--- src/rtl/uart_transmitter.sv ---
// 8N1 UART transmitter fed by a small byte FIFO.
// The baud divisor is latched per frame, so divisor changes take effect at the next frame.
module uart_transmitter #(
   parameter int unsigned FifoDepth = 4
) (
   input  logic                         clk_i,
   input  logic                         rst_ni,
   input  logic [14:0]                  clks_per_bit_i,
   input  logic                         tx_valid_i,
   input  logic [7:0]                   tx_byte_i,
   output logic                         tx_ready_o,
   output logic                         tx_o,
   output logic                         busy_o,
   output logic                         done_o,
   output logic [$clog2(FifoDepth):0]   fifo_level_o
);

   localparam int unsigned AW = $clog2(FifoDepth);
   localparam logic [AW:0]   LvlFull = (AW+1)'(FifoDepth);
   localparam logic [AW:0]   LvlOne  = (AW+1)'(1);
   localparam logic [AW-1:0] PtrOne  = (AW)'(1);

   localparam logic [1:0] ST_IDLE  = 2'd0;
   localparam logic [1:0] ST_START = 2'd1;
   localparam logic [1:0] ST_DATA  = 2'd2;
   localparam logic [1:0] ST_STOP  = 2'd3;

   logic [7:0]    r_mem [FifoDepth];
   logic [AW-1:0] r_wr_ptr;
   logic [AW-1:0] r_rd_ptr;
   logic [AW:0]   r_level;
   logic [1:0]    r_state;
   logic [14:0]   r_div;
   logic [14:0]   r_cnt;
   logic [2:0]    r_bit;
   logic [7:0]    r_shift;
   logic          r_tx;
   logic          r_done;

   logic          w_empty;
   logic          w_full;
   logic          w_push;
   logic          w_pop;
   logic          w_expire;
   logic [14:0]   w_div_new;
   logic [7:0]    w_head;

   always_comb begin
      w_empty   = (r_level == '0);
      w_full    = (r_level == LvlFull);
      w_push    = tx_valid_i & ~w_full;
      w_expire  = (r_cnt == r_div - 15'd1);
      // Pop either from IDLE or at the end of a stop bit, giving gapless back-to-back frames
      w_pop     = ~w_empty & ((r_state == ST_IDLE) | ((r_state == ST_STOP) & w_expire));
      w_div_new = (clks_per_bit_i == '0) ? 15'd1 : clks_per_bit_i;
      w_head    = r_mem[r_rd_ptr];
   end

   always_ff @(posedge clk_i) begin
      if (w_push) begin
         r_mem[r_wr_ptr] <= tx_byte_i;
      end
   end

   always_ff @(posedge clk_i) begin
      if (!rst_ni) begin
         r_wr_ptr <= '0;
         r_rd_ptr <= '0;
         r_level  <= '0;
      end else begin
         if (w_push) r_wr_ptr <= r_wr_ptr + PtrOne;
         if (w_pop)  r_rd_ptr <= r_rd_ptr + PtrOne;
         case ({w_push, w_pop})
            2'b10:   r_level <= r_level + LvlOne;
            2'b01:   r_level <= r_level - LvlOne;
            default: r_level <= r_level;
         endcase
      end
   end

   always_ff @(posedge clk_i) begin
      if (!rst_ni) begin
         r_state <= ST_IDLE;
         r_div   <= '0;
         r_cnt   <= '0;
         r_bit   <= '0;
         r_shift <= '0;
         r_tx    <= 1'b1;
         r_done  <= 1'b0;
      end else begin
         r_done <= 1'b0;
         case (r_state)
            ST_IDLE: begin
               r_tx <= 1'b1;
               if (w_pop) begin
                  r_shift <= w_head;
                  r_div   <= w_div_new;
                  r_cnt   <= '0;
                  r_tx    <= 1'b0;
                  r_state <= ST_START;
               end
            end
            ST_START: begin
               if (w_expire) begin
                  r_cnt   <= '0;
                  r_bit   <= '0;
                  r_tx    <= r_shift[0];
                  r_shift <= r_shift >> 1;
                  r_state <= ST_DATA;
               end else begin
                  r_cnt <= r_cnt + 15'd1;
               end
            end
            ST_DATA: begin
               if (w_expire) begin
                  r_cnt <= '0;
                  if (r_bit == 3'd7) begin
                     r_tx    <= 1'b1;
                     r_state <= ST_STOP;
                  end else begin
                     r_bit   <= r_bit + 3'd1;
                     r_tx    <= r_shift[0];
                     r_shift <= r_shift >> 1;
                  end
               end else begin
                  r_cnt <= r_cnt + 15'd1;
               end
            end
            ST_STOP: begin
               if (w_expire) begin
                  r_done <= 1'b1;
                  r_cnt  <= '0;
                  if (w_pop) begin
                     r_shift <= w_head;
                     r_div   <= w_div_new;
                     r_tx    <= 1'b0;
                     r_state <= ST_START;
                  end else begin
                     r_tx    <= 1'b1;
                     r_state <= ST_IDLE;
                  end
               end else begin
                  r_cnt <= r_cnt + 15'd1;
               end
            end
            default: r_state <= ST_IDLE;
         endcase
      end
   end

   assign tx_ready_o   = ~w_full;
   assign tx_o         = r_tx;
   assign busy_o       = (r_state != ST_IDLE);
   assign done_o       = r_done;
   assign fifo_level_o = r_level;

endmodule

--- config.mk ---
export PLATFORM = sky130hd
export DESIGN_NAME = uart_transmitter
export DESIGN_NICKNAME = d
export VERILOG_FILES = /design/src/rtl/uart_transmitter.sv
export SDC_FILE = /design/constraint.sdc
export NUM_CORES = 1
export LEC_CHECK = 0
export CELL_PAD_IN_SITES_DETAIL_PLACEMENT = 0
export CELL_PAD_IN_SITES_GLOBAL_PLACEMENT = 1
export CORE_MARGIN = 3
export CORE_UTILIZATION = 40
export DETAILED_ROUTE_END_ITERATION = 8
export PLACE_DENSITY_LB_ADDON = 0.1
export SKIP_LAST_GASP = 1
export SYNTH_ARGS = -nofsm -noshare
export SYNTH_HDL_FRONTEND = slang
export SYNTH_SLANG_ARGS = --single-unit
--- constraint.sdc ---
create_clock -name clk_i -period 7.8 [get_ports clk_i]
set_input_delay 2.34 -clock clk_i [delete_from_list [all_inputs] [get_ports clk_i]]
set_output_delay 2.34 -clock clk_i [all_outputs]
set_load 0.01 [all_outputs]
== Word-level counts from Yosys, hierarchy flattened ==
Memories as Yosys holds them, arrays and structs flattened. A register that Yosys moved wholly into a read port is not among the register bits.
Index checks and enable logic that the tools add are counted.
Word-level totals
  RAM bits: 32
  latch bits: 0
  memories: 1
  flip-flop bits (word level): 52
  memory bits (read-only): 0
Cells by class
  $add $sub $neg: 7
  multipliers: 0
  bitwise operators: 6
  mux-type cells: 36
  magnitude comparators: 0
  reduce and logical (&&, ||, !) cells: 14
  equality and inequality tests: 14
  divide/modulo/power cells: 0
  shift operators: 0
Memories
  r_mem: words 4, width 8, rd ports 1, clocked after memory_dff 1, wr ports 1, line 28  | logic [7:0] r_mem [FifoDepth];
Operator list (number)
  $mux W15: 5
  $pmux W15 S2: 2
  $mux W8: 5
  $pmux W8 S4: 1
  $add A15 B1 Y15 const B: 1
  $eq A15 B15 Y1: 1
  $logic_not A15 Y1: 1
  $sub A15 B1 Y15 const B: 1
  $mux W2: 7
  $ne A2 B2 Y1 const B: 6
  $pmux W3 S2: 2
  $mux W1: 9
  $mux W3: 3
  $pmux W2 S4: 1
  $reduce_and A4 Y1: 2
  $reduce_bool A2 Y1: 4
  $add A3 B1 Y3 const B: 2
  $eq A2 B2 Y1 const B: 3
  $eq A3 B3 Y1 const B: 2
  $reduce_and A5 Y1: 1
  $add A2 B1 Y2 const B: 2
  $eq A2 B1 Y1 const B: 2
  $pmux W1 S4: 1
  $reduce_and A2 Y1: 2
  other kinds (8): 11

== Depth between registers and ports, before layout ==
  word-level depth: 8
  depth in mapped cells: 15
  mapped depth without buffers: 15

== Worst setup path before layout ==
OpenSTA, ideal clock, no wires.
  path type: reg-to-reg
  start point: register r_div[0]
  end point: register r_level[2] (netlist: fifo_level_o[2])
  period minus slack after synthesis: 3839 ps
  arrival: 3768 ps
  path slack: 3961 ps
  buffers on the path: 0
  cell stages (with the launch flop): 16
  cells stage by stage: dfxtp_1 inv_1 ha_1 or3b_2 nor2_1 xnor2_1 or4_4 a2111oi_4 o21ai_4 inv_1 ha_1 inv_1 fa_1 xor2_1 or3_1 a21oi_1
On the way
  longest elaborated chain between the ends: 7
  elaborated cells between the ends (all ways): 9
  classes of those cells: 1 x add/sub; 3 x eq/ne; 1 x mux; 3 x bitwise; 1 x reduce/logical
RTL lines
  start: declaration: line 33  | logic [14:0] r_div;
  start signal: assignment: line 97  | r_div <= w_div_new;
  start signal: assignment: line 135  | r_div <= w_div_new;
  $sub A15 B1 Y15 (*): line 52  | w_expire = (r_cnt == r_div - 15'd1);
  $eq A15 B15 Y1 (*): line 52
  $and A1 B1 Y1 (*): line 54  | w_pop = ~w_empty & ((r_state == ST_IDLE) | ((r_state == ST_STOP) & w_expire));
  $or A1 B1 Y1 (*): line 54
  $and A1 B1 Y1 (*): line 54
  net w_pop: line 43  | logic w_pop;
  $eq A2 B1 Y1 or $eq A2 B2 Y1 (tied branches): line 73  | case ({w_push, w_pop})
  $pmux W3 S2 or $reduce_bool A2 Y1 (tied branches)
  end signal: assignment: line 74  | 2'b10: r_level <= r_level + LvlOne;
  end signal: assignment: line 75  | 2'b01: r_level <= r_level - LvlOne;
  end signal: assignment: line 76  | default: r_level <= r_level;
  end: declaration: line 31  | logic [AW:0] r_level;
Mark *: on every way through the listed nets, which the timed path passes. The rest lies on a longest branch.
A chain may end at the register's enable or synchronous reset.

== Worst setup path in the final report ==
  start point: register r_state[0]
  end point: output port busy_o
On the way
  longest elaborated chain between the ends: 1
RTL lines
  start: declaration: line 32  | logic [1:0] r_state;
  start signal: assignment: line 83  | r_state <= ST_IDLE;
  start signal: assignment: line 100  | r_state <= ST_START;
  start signal: assignment: line 109  | r_state <= ST_DATA;
  $reduce_bool A2 Y1: line 153  | assign busy_o = (r_state != ST_IDLE);
  end: declaration: line 13  | output logic busy_o,
Every way passes these cells.

==> metrics.md <==
| Metric | Value |
|---|---|
| Met1 Use GR | roughly 25% |
| Bufs on Longest Clock Path | 2 |
| Post-CTS sizing | 0 |
| Worst hold path class | register to register |
| Final Cell Area | between 4000 and 5000 sq um |
| Synth async-reset ratio | 0% |
| Die Wd | approximately 110 um |
| DIE HEIGHT | 110.2 um |
| Starting Density | ~42% |
| Worst-path clk slew | roughly 80 ps |
| Fmax | 227.1 MHz |
| Worst-Skew Late Latency | between 300 and 400 ps |
| Antenna violations before repair | 0 |
| Worst Path Required | between 5000 and 6000 ps |
| Pwr/cell area | around 400 nW/um^2 |
| WHS | 458.0 ps |
| First-pass GRT wire length | between 15,000 and 20,000 um |
| Layer with the highest usage | met1 |
| Largest net degree at the start of global routing | 58 |
| Via/cell ratio | around 5.5 |
| Clk sink count | 86 |
| # diodes | 0 |
| Grt ovf | 0 |
| Min Tclk post-route | about 4400 ps |
| Area leader, netlist | dfxtp_1 |
| Area grow syn2layout | 14.25% |
| Least-Margin Pin Slew | 736.1 ps |
| RSZ-0062 raised after global routing | no |
| Worst slew margin | around 51% |
| First-pass iteration count of the detailed router | 4 |
| Synth Register Bits | 86 |
| Netlist cell types | 62 |
| Status | finished clean |
| Number of core rows | 37 |
| Area fraction of the dominant cell type after synthesis | 24.87% |
| Nets | approximately 500 |
| Max FO, Critical Path | 14 |
| Most used DFF post-synth | dfxtp_1 |
| Final hold vios | 0 |
| Mapped Avg Cell Area | between 9 and 10 sq um |
| Syn nets | 476 |
| CTS tree | yes |
| DRC violations left | 0 |
| Clk_skew | around 13 ps |
| Gate Count Post-Synth | 435 |
| Post-CTS setup buffer count | 0 |
| Core area | between 10,000 and 15,000 sq um |
| Clock root buffer | clkbuf_8 |
| Leakage | approximately 1.7 nW |
| Startpoint type of the worst setup path | register |
| Final period utilization | 56.46% |
| Setup TNS | 0 ps |
| Final HPWL DP | approximately 6600 um |
| Utilization after layout | roughly 47% |
| Mapped cell area | ~4300 sq um |
| Hold_buf cts | 0 |
| Max-slew violation count | 0 |
| Final Setup Violations | 0 |
| Via count | roughly 3,300 |
| GR Layer Usage met3 | ~3.6% |
| Arrival @ worst endpoint | 2060 ps |
| Vias in the first global route | between 3,000 and 4,000 |
| Htree depth | 3 |
| Full die area | ~12,000 sq um |
| Crit. End Element | output pin |
| Register area share after synthesis | between 40% and 50% |
| Met2 usage in global routing | about a quarter |
| 1st-iter DRT viols | roughly 190 |
| DR WL/cell | around 16 um |
| Synth area leaders | dfxtp_1 (25%), edfxtp_1 (22%), mux4_2 (4.1%), ha_1 (4.0%), nand3_1 (3.8%) |
| Total CTS buffers | 9 |
| I/O pin cnt | 33 |
| I/O Buffers | 32 |
| WS Path Type | register to output pin |
| Share of post-route cells with drive strength above 1 | between 8 and 9% |
| Max cap viols | 0 |
| GRT Util Overall | between 15 and 20% |
| Post-placement cell area | ~4700 sq um |
| DRT Wirelength | roughly 9500 um |
| EDFF count, synth | 32 |
| Final ANT Viol Nets | 0 |
| Placer congestion estimate | slightly below 0.8 |
| Max IR drop VDD | around 0.18 mV |
| Synth warnings | 0 |
layout by cell type (no fill, tap or decap), types with 9 or more instances in the layout:
master / netlist / routed
xnor2_1: 14 / 14
nand3_1: 33 / 33
nor4_1: 14 / 14
o211ai_1: 9 / 9
nor2_1: 17 / 17
and3_1: 13 / 13
nor3_1: 17 / 17
inv_1: 16 / 16
nand2b_1: 9 / 9
xor2_1: 13 / 13
ha_1: 14 / 14
o21ai_1: 31 / 31
nand2_1: 34 / 34
clkdlybuf4s50_1: 0 / 31
a21oi_1: 15 / 15
edfxtp_1: 32 / 32
dfxtp_1: 54 / 54
clkbuf_8: 0 / 9
critical path, cell delays in order, from the launching register on:
cell and delay, ps:
dfxtp_1 350, inv_1 130, ha_1 530, inv_1 180, clkdlybuf4s50_1 520
synthesized netlist by cell type (13+ instances only):
cell type / n
xor2_1: 13
and3_1: 13
nor3_1: 17
edfxtp_1: 32
ha_1: 14
a21oi_1: 15
nand2_1: 34
nor2_1: 17
dfxtp_1: 54
nor4_1: 14
inv_1: 16
xnor2_1: 14
clkbuf_1: 16
nand3_1: 33
o21ai_1: 31
per-layer routing:
metal / routed length [um] / up-vias / share of wire [%]
met3: 345 / 5 / 3.7
met2: 4024 / 53 / 43
li1: - / 1643 / -
met4: 67 / 0 / 0.71
met1: 5014 / 1565 / 53
met5: 0 / - / 0
where the power goes:
| group | internal, mW | switching (mW) | leakage [nW] | total (mW) |
|---|---|---|---|---|
| clock network | 0.183 | 0.166 | 0.107 | 0.349 |
| logic | 0.391 | 0.532 | 0.908 | 0.924 |
| registers | 0.559 | 0.109 | 0.734 | 0.668 |
kinds of logic after synthesis:
| kind of cell | after synthesis | share of synthesized area (%) |
|---|---|---|
| adder cells (fa/ha/maj) | 15 | 4.491 |
| AO/OA/AOI/OAI | 91 | 13.90 |
| XOR/XNOR | 27 | 5.440 |
| AND/OR/NAND/NOR | 160 | 19.43 |
| buffers and inverters | 41 | 4.001 |
| flip-flops | 86 | 46.98 |
| multiplexers | 15 | 5.757 |
state kept, by name (all words and copies together), names as in the netlist, named ones only:
signal        flops
done_o            1
fifo_level_o      3
r_bit             3
r_cnt            15
r_div            15
r_mem            32
r_rd_ptr          2
r_shift           8
r_state           2
r_wr_ptr          2
tx_o              1
metrics by stage:
step / std cells / power [mW] / setup slack, ps
6_report: 597 / 1.940 / 3396
5_1_grt: 597 / 2.101 / 3213
4_1_cts: 597 / 1.962 / 3361
3_5_place_dp: 581 / 1.605 / 3427
3_3_place_gp: 581 / 1.597 / 3455
2_1_floorplan: 435 / 1.395 / 3961
cell type report:
type / instances / area, sq um
Clock buffer: 10 / 127.6
Clock inverter: 6 / 93.84
Fill cell: 1007 / 5497
Inverter: 16 / 60.06
Multi-Input combinational cell: 308 / 2135
Sequential cell: 86 / 2042
Tap cell: 136 / 170.2
Timing Repair Buffer: 35 / 337.8
final timing paths:
check	from	to	slack (ps)	cells after the start
min reg2reg	r_shift[3]	r_shift[3]	460	2
min	r_shift[3]	r_shift[3]	460	2
max	r_state[0]	busy_o	3400	4
max reg2reg	r_div[0]	fifo_level_o[2]	3580	16
Note: power is estimated with default switching activity, not from simulation.
==> patch 1, RTL diff (same flow settings) <==
Set the parameter `FifoDepth` to 2 (it was 4).
--- a/src/rtl/uart_transmitter.sv
+++ b/src/rtl/uart_transmitter.sv
@@ -1,7 +1,7 @@
 // 8N1 UART transmitter fed by a small byte FIFO.
 // The baud divisor is latched per frame, so divisor changes take effect at the next frame.
 module uart_transmitter #(
-   parameter int unsigned FifoDepth = 4
+   parameter int unsigned FifoDepth = 2
 ) (
    input  logic                         clk_i,
    input  logic                         rst_ni,
Ports: changed (resized fifo_level_o); port bits go from 33 to 32. No check against the original RTL was run, so the function may have changed too.
==> patch 1 against the unedited design <==
  * Final area down 16%
  * Worst setup slack better by 85 ps
  * Routed wire length down 18%
  * Area after synthesis down 18%
  * Sequential share of layout area down 5.5 points
  * Via count down 15%
  * Power down 16%
  * Sequential cell count down 20
  * Critical endpoint unchanged
==> patch 1: results (changes against the unedited design) <==
[global_route]
grt_max_degree=40  ; -31%
gr-usage-met3=0.04844  ; +0.01233
grt_pass1_vias=2653  ; -15%
grt_pass1_wl_mm=12.69  ; -19%
track_usage=0.1592  ; -0.006390
grt_use_met1=0.1907  ; -0.05672
grt_antenna_before_repair=0  ; unchanged
use_met2=0.2724  ; +0.02847

[power_and_ir_drop]
ir_worst_vdd_uv=156.3  ; -13%
switchingPower_uw=691.3  ; -14%
leakagePower_uw=0.001627  ; -7.0%

[layout]
top_regs=r_mem (16), r_cnt (15), r_div (15)
num-nets-final=436  ; -12%
drive_gt1_frac=0.08395  ; -0.0006481
n_antenna_cell=0  ; unchanged
final.fill_count=807  ; -20%
largest_register=r_mem
area_delta_synth_final_pct=16.28

[setup_path]
worst-endpoint-arrival_ps=1980  ; -80 ps
slowest_stage=clkdlybuf4s50_1
worst-path-max-fanout=9  ; -5
max_stage_delay_ps=580  ; +50 ps
r2r_start=r_div[9]
r2r_setup_slack_ps=4140  ; +560 ps
rr_endpoint=fifo_level_o[1]
r2r_cells=10  ; -6

[route]
finalWirelength_mm=7.738  ; -18%
via_per_inst=5.439  ; -0.58%
dr_total_vias=2774  ; -15%
dr.first_iter.drc_count=94  ; -49%

[synthesis]
syn_avg_cell_area_um2=9.652  ; -3.4%
yosysSeqAreaShare=0.4137  ; -0.05608
yosysWarningCount=0  ; unchanged
synth_cell_types=63  ; +1.6%
synth.cells.most_frequent=dfxtp_1 (50), nor2_1 (50), mux2i_1 (33)
synth_edf_count=16  ; -50%
syn_nets=407  ; -14%
synthTopCellsByArea=dfxtp_1 (28%), edfxtp_1 (13%), mux2i_1 (9.2%), nor2_1 (5.2%), xor2_1 (3.7%)

[place]
place_hpwl_mm=5.626  ; -15%
routabilityCongestion=0.8003  ; +3.0%
port_buffers=31  ; -3.1%
pre_cts_ws_ps=3838  ; +411.1 ps
placed_cells=494  ; -15%
postPlaceCellArea_mm2=0.003963  ; -16%

[sta]
finalClockSkew_ps=6.931  ; -6.087 ps
worst_pin_slew_ps=745.1  ; +9.056 ps
timing.final.ws_setup_ps=3482  ; +85.30 ps

[status]
outcome=finished clean

[clock_network]
cts_buffers=9  ; unchanged

-- patch 1: cells by family (layout without fill, tap and decap cells) --
| kind of cell | count (synthesis) | in the layout | synth area share |
|---|---|---|---|
| muxes | 33 | 33 | 0.09224 |
| and+or+nand+nor | 143 | 143 | 0.2124 |
| xor gates and xnor gates | 23 | 23 | 0.05626 |
| AOI/OAI and AO/OA | 74 | 74 | 0.1632 |
| DFF | 66 | 66 | 0.4137 |
| adders and majority gates | 10 | 10 | 0.03494 |
| buffers and inverters | 22 | 56 | 0.02725 |
-- patch 1: area by class of cell --
type                       count  share of cell area
multi-input combinational    283              0.4808
sequential                    66              0.3558
timing repair buffer          32             0.07632
tap                          105             0.03155
clock buffer                   9             0.02975
clock inverter                 7             0.01863
inverter                       8            0.007212
-- patch 1: worst min path at each step --
stage	depth (start not counted)	endpoint	slack, ps	from
global route	2	flop	510	r_rd_ptr
detailed placement	2	flop	470	r_rd_ptr
floorplan	2	flop	450	r_rd_ptr
finish	2	flop	480	r_rd_ptr
CTS	2	flop	490	r_rd_ptr
global placement	2	r_rd_ptr	470	r_rd_ptr
-- patch 1: power by group through the flow --
| stage | combinational [uW] | sequential [uW] | clock (uW) |
|---|---|---|---|
| 3_5_place_dp | 832 | 523 | 0 |
| 6_report | 827 | 514 | 292 |
| 3_3_place_gp | 827 | 520 | 0 |
| 4_1_cts | 838 | 516 | 302 |
| 5_1_grt | 917 | 527 | 318 |
| 2_1_floorplan | 684 | 482 | 0 |
-- patch 1: metal layers --
layer | vias up | part of all wire
met1 | 1311 | 0.44
met2 | 37 | 0.51
met3 | 6 | 0.036
met5 | - | 0
met4 | 0 | 0.0093
li1 | 1420 | -
==> patch 2, RTL diff (same settings) <==
Made on the original files. Reset style: asynchronous (`rst_ni`), changed in 2 clocked blocks.
--- a/src/rtl/uart_transmitter.sv
+++ b/src/rtl/uart_transmitter.sv
@@ -62,7 +62,7 @@
       end
    end
 
-   always_ff @(posedge clk_i) begin
+   always_ff @(posedge clk_i or negedge rst_ni) begin
       if (!rst_ni) begin
          r_wr_ptr <= '0;
          r_rd_ptr <= '0;
@@ -78,7 +78,7 @@
       end
    end
 
-   always_ff @(posedge clk_i) begin
+   always_ff @(posedge clk_i or negedge rst_ni) begin
       if (!rst_ni) begin
          r_state <= ST_IDLE;
          r_div   <= '0;
Check against the original RTL: differs if rst_ni is asserted again (counterexample within 4 cycles, from zero or initial values and one cycle with rst_ni low); with rst_ni held inactive, the same outputs for 10 cycles.
==> patch 2 against the unedited design <==
  * Count of clock-buffer cells in the layout shrank 1
  * Power shrank 3.4%
  * Worst setup slack lost 120 ps
  * Sequential cell count shrank 2
  * Combinational power shrank 11%
  * Area after synthesis grew 1.9%
  * Routed wire length shrank 8.4%
  * Global-route usage shrank 1.6 points
  * Final cell count shrank 11%
  * Final area grew 1.0%
  * Clock skew shrank 4.3 ps
  * Largest cell class is now registers
==> patch 2: results (changes against the unedited design) <==
[clock_network]
clock_latency_ps=370  ; +20 ps
htree_levels=3  ; unchanged

[synthesis]
syn_avg_cell_area_um2=12.24  ; +22%
yosysSeqAreaShare=0.5109  ; +0.04110
synthArstFlopShare=0.6190  ; +0.6190
synth_cell_types=65  ; +4.8%
syn_nets=403  ; -15%

[setup_path]
worst-endpoint-arrival_ps=2190  ; +130 ps
cp-startpoint=r_state[1]
r2r_start=r_div[0]

[place]
postPlaceCellArea_mm2=0.004826  ; +1.7%
placed_cells=513  ; -12%
routabilityCongestion=0.7612  ; -2.0%
place_hpwl_mm=6.126  ; -7.7%
pre_cts_ws_ps=3565  ; +138.5 ps

[sta]
worst_pin_slew_ps=980.3  ; +244.2 ps
finalClockSkew_ps=8.701  ; -4.317 ps

[global_route]
track_usage=0.1494  ; -0.01624
grt_pass1_wl_mm=14.81  ; -5.3%
grt_max_degree=53  ; -8.6%

[route]
post_drt_wl_per_cell_um=16.36  ; +3.4%
finalWirelength_mm=8.656  ; -8.4%
dr_total_vias=2889  ; -12%

[status]
outcome=finished clean

[worst_hold_path]
holdCritStartpoint=r_shift[1]

[layout]
drive_gt1_frac=0.1374  ; +0.05281
num-nets-final=429  ; -14%

[power_and_ir_drop]
leakagePower_uw=0.002006  ; +15%

patch 2: cell types whose count changed in the layout (fill, tap and decap cells not counted), sizes merged, moves of 14 or more:
cell   change
dfrtp     +51
dfxtp     -54
mux2      +30
nand2     -21
nand3     -15
o21ai     -14
patch 2: stage by stage:
step,power (uW),utilization
CTS,1905,0.4753
global placement,1585,0.4572
detailed placement,1591,0.4572
finish,1875,0.4753
global route,2037,0.4753
floorplan,1404,-
patch 2: cell type report:
class	instances	area, um2
fillers	948	5538
flip-flops and latches	84	2263
multi-input cells	243	2002
repair buffers	34	330.3
well taps	136	170.2
clock buffers	9	123.9
clock inverters	7	67.56
inverters	16	60.06
patch 2: routing by layer:
layer  share of wire  GRT usage
met5               0          0
met4           0.019    0.06083
met1            0.51     0.2211
met2            0.44     0.2131
met3           0.032    0.03057
patch 2: path summary, 6_finish.rpt:
check | end | slack [ps] | cells past startpoint
worst max-delay path | busy_o | 3270 | 4
worst min-delay path | r_shift[1] | 490 | 1
worst max register to register | fifo_level_o[2] | 3570 | 14
worst min register to register | r_shift[1] | 490 | 1
max in group asynchronous | r_cnt[11] | 5250 | 2
min in group asynchronous | r_shift[7] | 2080 | 2
patch 2: logic make-up after synthesis:
kind of cell / after synthesis / synth area share
AND/OR/NAND/NOR: 94 / 0.1183
flip-flops: 84 / 0.5109
AO/OA/AOI/OAI: 70 / 0.1099
multiplexers: 40 / 0.1282
buffers and inverters: 35 / 0.04123
XOR/XNOR: 24 / 0.04744
adder cells (fa/ha/maj): 15 / 0.04406
patch 2: worst reg2reg max path, cell delays in order (launching register included):
cell and delay (ps):
dfrtp_1 440, inv_1 100, ha_1 250, or3b_4 440
o22a_1 220, nor4_1 240, o2111ai_1 250, or4_1 800
a21oi_4 350, ha_1 220, inv_1 60, fa_1 370
xor2_1 150, nor2_1 110, xor2_1 150
patch 2: power breakdown:
part | internal, uW | switching [uW] | total (uW)
Combinational | 425 | 394 | 819
Sequential | 600 | 153 | 753
Clock | 125 | 178 | 303
